<file path="src/rtl/kmc_obus_pkg.sv">
// kmc_obus shared definitions: destination address maps
// for both OBUS spaces and NPRC bit positions.
package kmc_obus_pkg;

  localparam logic SP_OBUS  = 1'b0;
  localparam logic SP_OBUSS = 1'b1;

  localparam logic [3:0] O_NPRID_L = 4'd0;
  localparam logic [3:0] O_NPRID_H = 4'd1;
  localparam logic [3:0] O_NPROD_L = 4'd2;
  localparam logic [3:0] O_NPROD_H = 4'd3;
  localparam logic [3:0] O_NPRIA_L = 4'd4;
  localparam logic [3:0] O_NPRIA_H = 4'd5;
  localparam logic [3:0] O_NPROA_L = 4'd6;
  localparam logic [3:0] O_NPROA_H = 4'd7;
  localparam logic [3:0] O_XREG0   = 4'd8;

  localparam logic [3:0] S_CSR0_L = 4'd0;
  localparam logic [3:0] S_CSR6_H = 4'd7;
  localparam logic [3:0] S_NPRC   = 4'd8;
  localparam logic [3:0] S_MISC   = 4'd9;

  localparam int NPRC_REQ   = 0;
  localparam int NPRC_DIR   = 1;
  localparam int NPRC_XA_LO = 2;
  localparam int NPRC_XA_HI = 3;
  localparam int NPRC_NXM   = 7;

  function automatic logic [1:0] lane_en(
    input logic       wr,
    input logic [1:0] addr,
    input logic [1:0] be,
    input logic [1:0] word
  );
    return (wr && addr == word) ? be : 2'b00;
  endfunction

endpackage

</file>
<file path="src/rtl/kmc_obus_if.sv">
// Unibus slave CSR write port of kmc_obus.
// Master drives the bus side, slave is the register file.
interface kmc_obus_if;
  logic        busWR;
  logic [1:0]  busADDR;
  logic [1:0]  busBE;
  logic [15:0] busDATA;

  modport master (
    output busWR, busADDR, busBE, busDATA
  );
  modport slave (
    input busWR, busADDR, busBE, busDATA
  );
endinterface

</file>
<file path="src/rtl/kmc_byte_reg.sv">
// 16-bit register, two byte lanes, each with a microcode
// port and a Unibus port; the Unibus wins per lane.
module kmc_byte_reg (
  input  logic        clk,
  input  logic        rst_n,
  input  logic [1:0]  uwe,
  input  logic [7:0]  udata,
  input  logic [1:0]  bwe,
  input  logic [15:0] bdata,
  output logic [15:0] q
);

  always_ff @(posedge clk or negedge rst_n) begin
    if (!rst_n) begin
      q <= '0;
    end else begin
      for (int i = 0; i < 2; i++) begin
        if (bwe[i])
          q[i*8 +: 8] <= bdata[i*8 +: 8];
        else if (uwe[i])
          q[i*8 +: 8] <= udata;
      end
    end
  end

endmodule

</file>
<file path="src/rtl/kmc_obus.sv">
// KMC11 destination register file: NPR regs, CSRs,
// NPRC/MISC, LUI strobe and the NPR request handshake.
module kmc_obus
  import kmc_obus_pkg::*;
(
  input  logic        clk,
  input  logic        rst_n,
  input  logic        obusWE,
  input  logic        obusSPACE,
  input  logic [3:0]  obusADDR,
  input  logic [7:0]  obusDATA,
  kmc_obus_if.slave   bus,
  input  logic        dmaDONE,
  input  logic        dmaNXM,
  input  logic [15:0] dmaRDATA,
  output logic [15:0] kmcNPRID,
  output logic [15:0] kmcNPROD,
  output logic [15:0] kmcNPRIA,
  output logic [15:0] kmcNPROA,
  output logic [15:0] kmcCSR0,
  output logic [15:0] kmcCSR2,
  output logic [15:0] kmcCSR4,
  output logic [15:0] kmcCSR6,
  output logic [7:0]  kmcNPRC,
  output logic [7:0]  kmcMISC,
  output logic        luiWR,
  output logic [2:0]  luiADDR,
  output logic [7:0]  luiDATA,
  output logic        dmaREQ
);

  logic [7:0]  npr_we;
  logic [7:0]  csr_we;
  logic        nprc_we;
  logic        misc_we;
  logic        xreg_we;
  logic [15:0] npr [4];
  logic [15:0] csr [4];
  logic        rd_load;

  always_comb begin
    npr_we  = '0;
    csr_we  = '0;
    nprc_we = 1'b0;
    misc_we = 1'b0;
    xreg_we = 1'b0;
    if (obusWE) begin
      unique case (1'b1)
        obusSPACE == SP_OBUS && !obusADDR[3]:
          npr_we[obusADDR[2:0]] = 1'b1;
        obusSPACE == SP_OBUS && obusADDR[3]:
          xreg_we = 1'b1;
        obusSPACE == SP_OBUSS && !obusADDR[3]:
          csr_we[obusADDR[2:0]] = 1'b1;
        obusSPACE == SP_OBUSS && obusADDR == S_NPRC:
          nprc_we = 1'b1;
        obusSPACE == SP_OBUSS && obusADDR == S_MISC:
          misc_we = 1'b1;
        default: ;
      endcase
    end
  end

  for (genvar k = 0; k < 4; k++) begin : g_csr
    kmc_byte_reg u_csr (
      .clk   (clk),
      .rst_n (rst_n),
      .uwe   (csr_we[2*k +: 2]),
      .udata (obusDATA),
      .bwe   (lane_en(bus.busWR, bus.busADDR,
                      bus.busBE, 2'(k))),
      .bdata (bus.busDATA),
      .q     (csr[k])
    );
  end

  // A completed read overrides any same-cycle microcode write
  assign rd_load = dmaDONE && !kmcNPRC[NPRC_DIR];

  always_ff @(posedge clk or negedge rst_n) begin
    if (!rst_n) begin
      for (int i = 0; i < 4; i++)
        npr[i] <= '0;
    end else begin
      for (int i = 0; i < 4; i++)
        for (int b = 0; b < 2; b++)
          if (npr_we[2*i+b])
            npr[i][b*8 +: 8] <= obusDATA;
      if (rd_load)
        npr[0] <= dmaRDATA;
    end
  end

  always_ff @(posedge clk or negedge rst_n) begin
    if (!rst_n) begin
      kmcNPRC <= '0;
    end else if (nprc_we) begin
      kmcNPRC <= obusDATA;
    end else if (dmaNXM) begin
      kmcNPRC[NPRC_REQ] <= 1'b0;
      kmcNPRC[NPRC_NXM] <= 1'b1;
    end else if (dmaDONE) begin
      kmcNPRC[NPRC_REQ] <= 1'b0;
    end
  end

  always_ff @(posedge clk or negedge rst_n) begin
    if (!rst_n)
      kmcMISC <= '0;
    else if (misc_we)
      kmcMISC <= obusDATA;
  end

  always_ff @(posedge clk or negedge rst_n) begin
    if (!rst_n) begin
      luiWR   <= 1'b0;
      luiADDR <= '0;
      luiDATA <= '0;
    end else begin
      luiWR <= xreg_we;
      if (xreg_we) begin
        luiADDR <= obusADDR[2:0];
        luiDATA <= obusDATA;
      end
    end
  end

  assign kmcNPRID = npr[0];
  assign kmcNPROD = npr[1];
  assign kmcNPRIA = npr[2];
  assign kmcNPROA = npr[3];
  assign kmcCSR0  = csr[0];
  assign kmcCSR2  = csr[1];
  assign kmcCSR4  = csr[2];
  assign kmcCSR6  = csr[3];
  assign dmaREQ   = kmcNPRC[NPRC_REQ];

endmodule

</file>
<file path="src/flat_wrapper.sv">
// flat-port wrapper written by rule: the top's interface ports become plain ports
module kmc_obus_flat import kmc_obus_pkg::*;
  (clk, rst_n, obusWE, obusSPACE, obusADDR, obusDATA, dmaDONE, dmaNXM, dmaRDATA, kmcNPRID, kmcNPROD, kmcNPRIA, kmcNPROA, kmcCSR0, kmcCSR2, kmcCSR4, kmcCSR6, kmcNPRC, kmcMISC, luiWR, luiADDR, luiDATA, dmaREQ, bus_busWR, bus_busADDR, bus_busBE, bus_busDATA);
  kmc_obus_if bus_i ();
  input  logic clk;
  input  logic rst_n;
  input  logic obusWE;
  input  logic obusSPACE;
  input  logic [3:0] obusADDR;
  input  logic [7:0] obusDATA;
  input  logic dmaDONE;
  input  logic dmaNXM;
  input  logic [15:0] dmaRDATA;
  output logic [15:0] kmcNPRID;
  output logic [15:0] kmcNPROD;
  output logic [15:0] kmcNPRIA;
  output logic [15:0] kmcNPROA;
  output logic [15:0] kmcCSR0;
  output logic [15:0] kmcCSR2;
  output logic [15:0] kmcCSR4;
  output logic [15:0] kmcCSR6;
  output logic [7:0] kmcNPRC;
  output logic [7:0] kmcMISC;
  output logic luiWR;
  output logic [2:0] luiADDR;
  output logic [7:0] luiDATA;
  output logic dmaREQ;
  input wire logic [$bits(bus_i.busWR)-1:0] bus_busWR;
  input wire logic [$bits(bus_i.busADDR)-1:0] bus_busADDR;
  input wire logic [$bits(bus_i.busBE)-1:0] bus_busBE;
  input wire logic [$bits(bus_i.busDATA)-1:0] bus_busDATA;
  assign bus_i.busWR = bus_busWR;
  assign bus_i.busADDR = bus_busADDR;
  assign bus_i.busBE = bus_busBE;
  assign bus_i.busDATA = bus_busDATA;
  kmc_obus u_core (.clk(clk), .rst_n(rst_n), .obusWE(obusWE), .obusSPACE(obusSPACE), .obusADDR(obusADDR), .obusDATA(obusDATA), .bus(bus_i), .dmaDONE(dmaDONE), .dmaNXM(dmaNXM), .dmaRDATA(dmaRDATA), .kmcNPRID(kmcNPRID), .kmcNPROD(kmcNPROD), .kmcNPRIA(kmcNPRIA), .kmcNPROA(kmcNPROA), .kmcCSR0(kmcCSR0), .kmcCSR2(kmcCSR2), .kmcCSR4(kmcCSR4), .kmcCSR6(kmcCSR6), .kmcNPRC(kmcNPRC), .kmcMISC(kmcMISC), .luiWR(luiWR), .luiADDR(luiADDR), .luiDATA(luiDATA), .dmaREQ(dmaREQ));
endmodule
</file>
<file path="config.mk">
export PLATFORM = sky130hd
export DESIGN_NAME = kmc_obus_flat
export DESIGN_NICKNAME = d
export VERILOG_FILES = /design/src/rtl/kmc_obus_pkg.sv /design/src/rtl/kmc_obus_if.sv /design/src/rtl/kmc_byte_reg.sv /design/src/rtl/kmc_obus.sv /design/src/flat_wrapper.sv
export SDC_FILE = /design/constraint.sdc
export NUM_CORES = 1
export LEC_CHECK = 0
export ABC_AREA = 1
export BUFFER_PORTS_ARGS = -buffer_cell sky130_fd_sc_hd__buf_2
export CAP_MARGIN = 40
export CORE_ASPECT_RATIO = 2
export CORE_MARGIN = 4
export CORE_UTILIZATION = 56
export CTS_CLUSTER_SIZE = 16
export DETAILED_ROUTE_END_ITERATION = 10
export GPL_ROUTABILITY_DRIVEN = 0
export PLACE_DENSITY = 0.86
export SETUP_SLACK_MARGIN = 0.15
export SKIP_CTS_REPAIR_TIMING = 1
export SYNTH_ARGS = -nofsm -noshare
export SYNTH_HDL_FRONTEND = slang
export SYNTH_HIERARCHICAL = 1
export SYNTH_SLANG_ARGS = --single-unit
</file>
<file path="constraint.sdc">
create_clock -name clk -period 3.6 [get_ports clk]
set_input_delay 0.18 -clock clk [delete_from_list [all_inputs] [get_ports clk]]
set_output_delay 0.18 -clock clk [all_outputs]
set_load 0.01 [all_outputs]
</file>
# Yosys cells after proc, flatten, opt, wreduce, memory -nomap -nowiden
# Cells that the tools add are included.
# W data, S select, Z words.
[totals]
regBits = 156
input_bits = 55
out_inout_bits = 157
elab_cells = 97
[classes]
order_cmp = 2
eq_ne = 5
muxes = 40
n_bitwise = 1
reduce_logical = 26
[op_table]
columns = ["operator", "count"]
rows = [
  ["$mux W8", 22],
  ["$reduce_bool A2 Y1", 11],
  ["$mux W16", 1],
  ["$mux W1", 12],
  ["$logic_and A1 B1 Y1", 11],
  ["$eq A4 B4 Y1 const B", 2],
  ["$mux W2", 4],
  ["$eq A2 B2 Y1 const B", 2],
  ["$lt A3 B4 Y1 const B", 1],
  ["$demux W1 S3", 1],
  ["$ge A3 B1 Y1 const B", 1],
  ["$reduce_bool A3 Y1", 1],
  ["$eq A2 B1 Y1 const B", 1],
  ["$logic_not A1 Y1", 2],
  ["$logic_not A2 Y1", 1],
  ["$not A1 Y1", 1],
]

# Logic depth before layout (Yosys ltp)
# Gate-level depths: netlist (run 1).
[logic_depth]
word_depth = 8
ltp_mapped = 8
ltp_nobuf = 7

# By module
# Netlist (run 1), hierarchy kept.
[modules_own_cells]
columns = ["mod", "instances", "cells_each", "area_each_um2", "seq_area_each_um2"]
rows = [
  ["kmc_obus", 1, 471, 4068.9, 2302.2],
  ["kmc_byte_reg", 4, 88, 748.2, 400.4],
]

# Worst setup path after synthesis (run 1)
# OpenSTA, ideal clock, no wires.
[synth_timing]
path_type = "register to register"
startpoint = "register u_core.kmcNPRC[1]"
endpoint = "register u_core.npr, in the netlist u_core/kmcNPRID[13]"
setup_ns = 0.065
arrival_ns = 1.164
required_time_ns = 3.535
setup_slack_ns = 2.371
stages_incl_launch_ff = 8
n_path_buf = 1
synth_period_minus_slack_ns = 1.229
cell_sequence = "dfrtp_1 > clkinv_1 > nand2_2 > buf_2 > nand2_1 > nand2_1 > nand2_1 > nand2_1"
[synth_between]
elab_chain_len = 3
elab_cells_between_ends = 4
cone_classes = "1 x mux; 3 x reduce/logical"
[synth_rtl]
columns = ["item", "line_no", "rtl"]
rows = [
  ["from (decl)", "kmc_obus.sv:24", "output logic [7:0] kmcNPRC,"],
  ["from (signal assigned)", "kmc_obus.sv:98", "kmcNPRC <= obusDATA;"],
  ["$logic_not A1 Y1 (*)", "kmc_obus.sv:78", "assign rd_load = dmaDONE && !kmcNPRC[NPRC_DIR];"],
  ["$logic_and A1 B1 Y1 (*)", "kmc_obus.sv:78", ""],
  ["$mux W16 / $reduce_bool A2 Y1 (equally long branches)", "n/a", ""],
  ["to (signal, indexed assignment)", "kmc_obus.sv:88", "npr[i][b*8 +: 8] <= obusDATA;"],
  ["to (decl)", "kmc_obus.sv:37", "logic [15:0] npr [4];"],
]
# Every way passes the cells marked *; elsewhere a longest branch is shown, timed or not.
# A chain may end at the register's enable or synchronous reset.

# Worst setup path in the final report (run 1)
[layout_timing]
startpoint = "register u_core.kmcNPRC[1]"
endpoint = "register u_core.npr, in the netlist u_core/kmcNPRID[10]"
# The elaborated chain is that of the path after synthesis.

==> impl_metrics.yaml, run 1 <==
floorplanning:
  core_um2: 12300
  die_h_um: 167
  chipWidth_um: 87.4
  pin_count: 212
  rows: 57
  start_util_pct: 57.6
  dieArea_um2: 14600
grt:
  grt_first_pass_wirelength_mm: 34.5
  grt_use_total_pct: 30.5
  grt_start_max_net_pins: 54
  antenna_found_initial: 0
  overflow: 0
  grt_pass1_vias: 6692
critical_path:
  crit_path_end_kind: "flop"
  cp_data_arrival_time_ns: 2.18
  crit_required_ns: 3.91
  critPathMaxFanout: 26
  worstSetupStartpointType: "flop"
  crit_type: "reg -> reg"
yosys:
  yosys-top-cells-area: "dfrtp_1, nand2_1, nand3_1"
  synthCells: 823
  synth_area_um2: 7060
  synth_top_area_share_pct: 55.3
  syn_nets: 878
  yosysSeqAreaShare_pct: 55.3
  synth_seq_cells: 156
  yosysTopAreaCell: "dfrtp_1"
  syn_area_per_cell_um2: 8.58
  yosysWarnings: 6
  ys_types: 24
clock_tree:
  cts.clk_slew.worst_paths_ns: 0.07
  cts_tree: "yes"
  numClockSinks: 156
  cts_root_buffer: "clkbuf_16"
  h-tree-depth: 4
  clock_path_buffers: 2
  clock_latency_ns: 0.42
  cts_made_buffers: 17
sta:
  final.period_utilization_pct: 51.9
  worst_pin_slew_ns: 0.926
  grt_setup_unrepaired: "no"
  max-slew-margin-rel_pct: 38.0
  setup_viol: 0
  fin_skew_ns: 0.00495
  fin_crit_ns: 1.87
  hold_viol: 0
  drv_slew: 0
  fmax_ghz: 0.535
  finalSetupTns_ns: 0
place:
  place_hpwl_mm: 15.1
  io_buffers: 211
  placed_cell_area_um2: 8070
route:
  vias_per_cell: 5.69
  drt_wl_total_mm: 21.7
  wire_per_inst_um: 18.4
  route.detailed.drc: 0
  via_count: 6704
  firstDrtPassIters: 5
  dr.first_iter.drc_count: 508
  antenna_left: 0
finish:
  drive_gt1_share_pct: 28.3
  fillCellCount: 992
  num-nets-final: 1075
  area_growth_pct: 23.0
  fin_area_um2: 8690
  insertedDiodeCount: 0
pwr:
  power.leakage_nw: 4.67
  ir_worst_vdd_mv: 0.407
  powerDensity_nw_per_um2: 619
hold_path:
  hp-class: "in -> reg"
status:
  status: "completed"
run:
  cap_violations: 0
final timing paths:
kind                                                        startpoint                                       to  slack [ns]  cells after the start
max in group asynchronous                                        rst_n  u_core/g_csr[2].u_csr/q[15]$_DFFE_PN0P_        2.21                      4
worst max-delay path                     u_core/kmcNPRC[1]$_DFFE_PN0P_          u_core/kmcNPRID[10]$_DFFE_PN0P_        1.73                      5
worst min register to register  u_core/g_csr[0].u_csr/q[2]$_DFFE_PN0P_   u_core/g_csr[0].u_csr/q[2]$_DFFE_PN0P_        0.47                      2
worst max register to register           u_core/kmcNPRC[1]$_DFFE_PN0P_          u_core/kmcNPRID[10]$_DFFE_PN0P_        1.73                      5
min in group asynchronous                                        rst_n            u_core/luiDATA[4]$_DFFE_PN0P_        0.26                      2
worst min-delay path                                   bus_busDATA[13]  u_core/g_csr[2].u_csr/q[13]$_DFFE_PN0P_        0.05                      3
where the power goes:
part	internal [W]	total (W)	leakage, nW	switching (W)
registers	0.00212	0.00233	1.98	0.000211
logic	0.000456	0.00120	2.41	0.000745
clock network	0.00111	0.00185	0.279	0.000735
total	0.00369	0.00538	4.67	0.00169
critical path, cell delays in order, from the launching register on:
cell and delay [ns]:
dfrtp_1 0.38, clkinv_1 0.42, nand2_2 0.57, nand2_2 0.22
nand2_1 0.11, nand2_1 0.05
cells in the final DEF, fill, tap and decap left out, drive strengths merged, types with 3 or more instances in the layout:
cell / n
nand2: 313
buf: 216
nand3: 173
dfrtp: 156
o21ai: 74
nor2: 34
inv: 30
clkbuf: 19
clkinvlp: 5
bufinv: 3
nor3: 3
logic make-up after synthesis:
family / after synthesis / share of synthesized area, %
buf+inv: 67 / 5.71
flops: 156 / 55.3
simple gates: 526 / 33.3
compound gates: 74 / 5.72
stage by stage:
step | utilization, % | hold WS, ns | cells | setup WS (ns) | power, W
2_1_floorplan | - | -0.116 | 823 | 2.37 | 0.00292
3_3_place_gp | 65.6 | 0.355 | 1146 | 1.75 | 0.00350
3_5_place_dp | 65.8 | 0.158 | 1147 | 1.71 | 0.00356
4_1_cts | 70.7 | -0.292 | 1178 | 1.79 | 0.00541
5_1_grt | 70.8 | 0.0463 | 1179 | 1.64 | 0.00565
6_report | 70.8 | 0.0510 | 1179 | 1.73 | 0.00538
routing by layer:
| layer | global-route usage [%] | vias to the layer above | wire length, µm |
|---|---|---|---|
| met5 | 0 | - | 0 |
| li1 | - | 3091 | - |
| met1 | 33.7 | 3176 | 7440 |
| met2 | 52.6 | 367 | 11500 |
| met3 | 6.77 | 70 | 1820 |
| met4 | 16.9 | 0 | 956 |
synthesized netlist by cell type, drive strengths merged:
master and number:
clkinv 1, inv 27, buf 27, nor4 2, o21ai 74, clkbuf 12
nand2 313, dfrtp 156, or2 1, nand3 173, nor2 34, nor3 3
final cells by class:
class / instances / area, µm² / area share, %
Clock buffer: 19 / 443 / 5.10
Tap cell: 147 / 184 / 2.12
Timing Repair Buffer: 217 / 1130 / 13.0
Clock inverter: 12 / 163 / 1.87
Sequential cell: 156 / 3900 / 44.9
Multi-Input combinational cell: 600 / 2760 / 31.7
Inverter: 28 / 110 / 1.27
registers in the layout, summed over array words and instances (netlist names):
name / flops
u_core/kmcNPROD: 16
u_core/kmcMISC: 8
u_core/kmcNPRIA: 16
u_core/kmcNPROA: 16
u_core/g_csr.u_csr/q: 64
u_core/luiDATA: 8
u_core/kmcNPRC: 8
u_core/kmcNPRID: 16
u_core/luiWR: 1
u_core/luiADDR: 3
Note: power is estimated with default switching activity, not from simulation.
==> run 2: changes to the inputs <==
--- a/config.mk
+++ b/config.mk
@@ -10,11 +10,11 @@
 export CAP_MARGIN = 40
 export CORE_ASPECT_RATIO = 2
 export CORE_MARGIN = 4
-export CORE_UTILIZATION = 56
+export CORE_UTILIZATION = 47
 export CTS_CLUSTER_SIZE = 16
 export DETAILED_ROUTE_END_ITERATION = 10
 export GPL_ROUTABILITY_DRIVEN = 0
-export PLACE_DENSITY = 0.86
+export PLACE_DENSITY = 0.77
 export SETUP_SLACK_MARGIN = 0.15
 export SKIP_CTS_REPAIR_TIMING = 1
 export SYNTH_ARGS = -nofsm -noshare
==> constraint.sdc (replaced) <==
create_clock -name clk -period 1.68 [get_ports clk]
set_input_delay 0.084 -clock clk [delete_from_list [all_inputs] [get_ports clk]]
set_output_delay 0.084 -clock clk [all_outputs]
set_load 0.01 [all_outputs]
==> run 2 against run 1 <==
  * The flow now finishes with violations (hold timing)
  * Sequential share of layout area fell by 1.9 points
  * First-iteration DRC count decreased by 17%
  * Die area up 18%
  * Non-clock buffer count grew 40
  * Highest routed layer unchanged
  * Count of clock-buffer cells in the layout grew 2
  * Wire length grew 5.8%
  * Cell area grew 4.4%
  * Setup slack lost 1.3 ns
  * Critical endpoint is now u_core/kmcNPRID[7]$_DFFE_PN0P_
  * Critical path depth stayed put
  * Sequential cell count did not move
==> impl_metrics.yaml, run 2 (synthesized netlist as in run 1, its figures left out) <==
finish:
  final_cell_mix: "nand2_1, buf_2, nand3_1"
  num-nets-final: 1115
  drive_gt1_share_pct: 29.7
  insertedDiodeCount: 0
  finish.utilization_pct: 61.2
  final-instance-count-excl-fill: 1267
  largest_reg_flops: 64
  regMostFlops: "u_core/g_csr.u_csr/q"
  final_common_cell: "nand2_1"
  area_growth_pct: 28.4
pwr:
  p_seq_share_pct: 43.6
  ir_worst_vdd_mv: 0.818
  powerDensity_nw_per_um2: 1260
  clkPwrFrac_pct: 33.2
  combPwrFrac_pct: 23.2
  power.leakage_nw: 4.85
  switching_share_pct: 31.4
  internal_power_w: 0.00786
  p_sw_w: 0.00360
sta:
  setup_viol: 0
  max-slew-margin-rel_pct: 63.9
  timing.hold.ws_ns: -0.00854
  fin_crit_ns: 1.27
  worst_pin_slew_ns: 0.541
  setup_ws_ns: 0.411
  fin_skew_ns: 0.00351
  hold_viol: 5
  fmax_ghz: 0.788
  finalSetupTns_ns: 0
  grt_setup_unrepaired: "no"
  final.period_utilization_pct: 75.6
  drv_slew: 0
critical_path:
  rrSetupSlack_ns: 0.41
  critPathMaxFanout: 26
  crit_path_end_kind: "flop"
  worstSetupEndpoint: "u_core/kmcNPRID[7]$_DFFE_PN0P_"
  crit_type: "reg -> reg"
  r2r-start: "u_core/kmcNPRC[1]$_DFFE_PN0P_"
  ff2ff_path_depth: 5
  crit_required_ns: 1.98
  cp_data_arrival_time_ns: 1.57
  startpoint: "u_core/kmcNPRC[1]$_DFFE_PN0P_"
  timing.rr.end: "u_core/kmcNPRID[7]$_DFFE_PN0P_"
  worstSetupStartpointType: "flop"
floorplanning:
  start_util_pct: 47.7
  chipWidth_um: 94.7
  pin_count: 212
  rows: 63
  dieArea_um2: 17200
  core_um2: 14800
  die_h_um: 181
route:
  highest_layer: "met4"
  via_count: 6774
  route.detailed.drc: 0
  routed-wl-met2_mm: 12.3
  firstDrtPassIters: 5
  wire_per_inst_um: 18.2
  drt_wl_total_mm: 23.0
  met3RoutedLength_mm: 1.59
  m1WireLength_mm: 7.88
  antenna_left: 0
  vias_per_cell: 5.35
  dr.first_iter.drc_count: 420
grt:
  grt_start_max_net_pins: 51
  grt_first_pass_wirelength_mm: 35.2
  grt_pass1_vias: 6708
  grt_use_total_pct: 27.0
  antenna_found_initial: 0
  overflow: 0
status:
  violations: "hold timing"
  status: "finished with violations"
clock_tree:
  clock_latency_ns: 0.41
  clock_path_buffers: 2
  numClockSinks: 156
  cts.clk_slew.worst_paths_ns: 0.06
  h-tree-depth: 4
  cts_tree: "yes"
  cts_made_buffers: 17
  cts_root_buffer: "clkbuf_16"
place:
  post-place-cells: 1221
  io_buffers: 211
  pre_cts_ws_ns: 0.338
  place_hpwl_mm: 16.2
hold_path:
  hp-class: "in -> reg"
run:
  cap_violations: 0
-- run 2: cell count changes in the layout (fill, tap and decap cells not counted) --
cell / before / now
buf_12: 0 / 2
buf_16: 1 / 0
buf_4: 4 / 29
bufinv_16: 3 / 2
clkbuf_8: 1 / 3
clkinv_2: 0 / 2
dlygate4sd3_1: 1 / 15
inv_6: 4 / 1
-- run 2: critical path, cell delays in order (launching register included) --
cell      delay, ns
dfrtp_1        0.35
clkinv_1       0.09
nand2_2        0.36
nand2_2        0.21
nand2_1        0.10
nand2_1        0.05
-- run 2: worst min-delay path by stage --
| stage | start | end | depth (start not counted) |
|---|---|---|---|
| finish | dmaRDATA[0] | u_core/kmcNPRID[0]$_DFFE_PN0P_ | 5 |
| global route | bus_busDATA[1] | u_core/g_csr[1].u_csr/q[1]$_DFFE_PN0P_ | 3 |
| CTS | rst_n | u_core/kmcNPROD[2]$_DFFE_PN0P_ | 1 |
| detailed placement | rst_n | u_core/kmcNPROD[2]$_DFFE_PN0P_ | 1 |
| global placement | rst_n | u_core/luiDATA[1]$_DFFE_PN0P_ | 1 |
| floorplan | rst_n | u_core/g_csr[0].u_csr/q[0]$_DFFE_PN0P_ | 0 |
-- run 2: layout make-up --
type / instances / area (µm²)
repair buffers: 257 / 1470
flip-flops and latches: 156 / 3900
inverters: 28 / 110
clock buffers: 21 / 470
multi-input cells: 600 / 2760
clock inverters: 10 / 116
well taps: 195 / 244
fillers: 1399 / 5750
-- run 2: power groups by stage --
stage,Sequential (W),Clock (W),Combinational [W]
after floorplan,0.00536,0,0.000903
after global placement,0.00503,0,0.00257
after detailed placement,0.00505,0,0.00264
after CTS,0.00500,0.00386,0.00265
after global routing,0.00508,0.00403,0.00293
final,0.00500,0.00381,0.00266
-- run 2: metrics by stage --
step	cell area (µm²)	power, W
floorplan	7060	0.00627
global placement	8330	0.00761
detailed placement	8330	0.00769
CTS	8920	0.0115
global route	9070	0.0120
finish	9070	0.0115
-- run 2: routing by layer --
metal  GRT usage, %  vias up
met3           4.71       80
li1               -     3162
met1           29.2     3199
met4           16.7        0
met5              0        -
met2           47.5      333
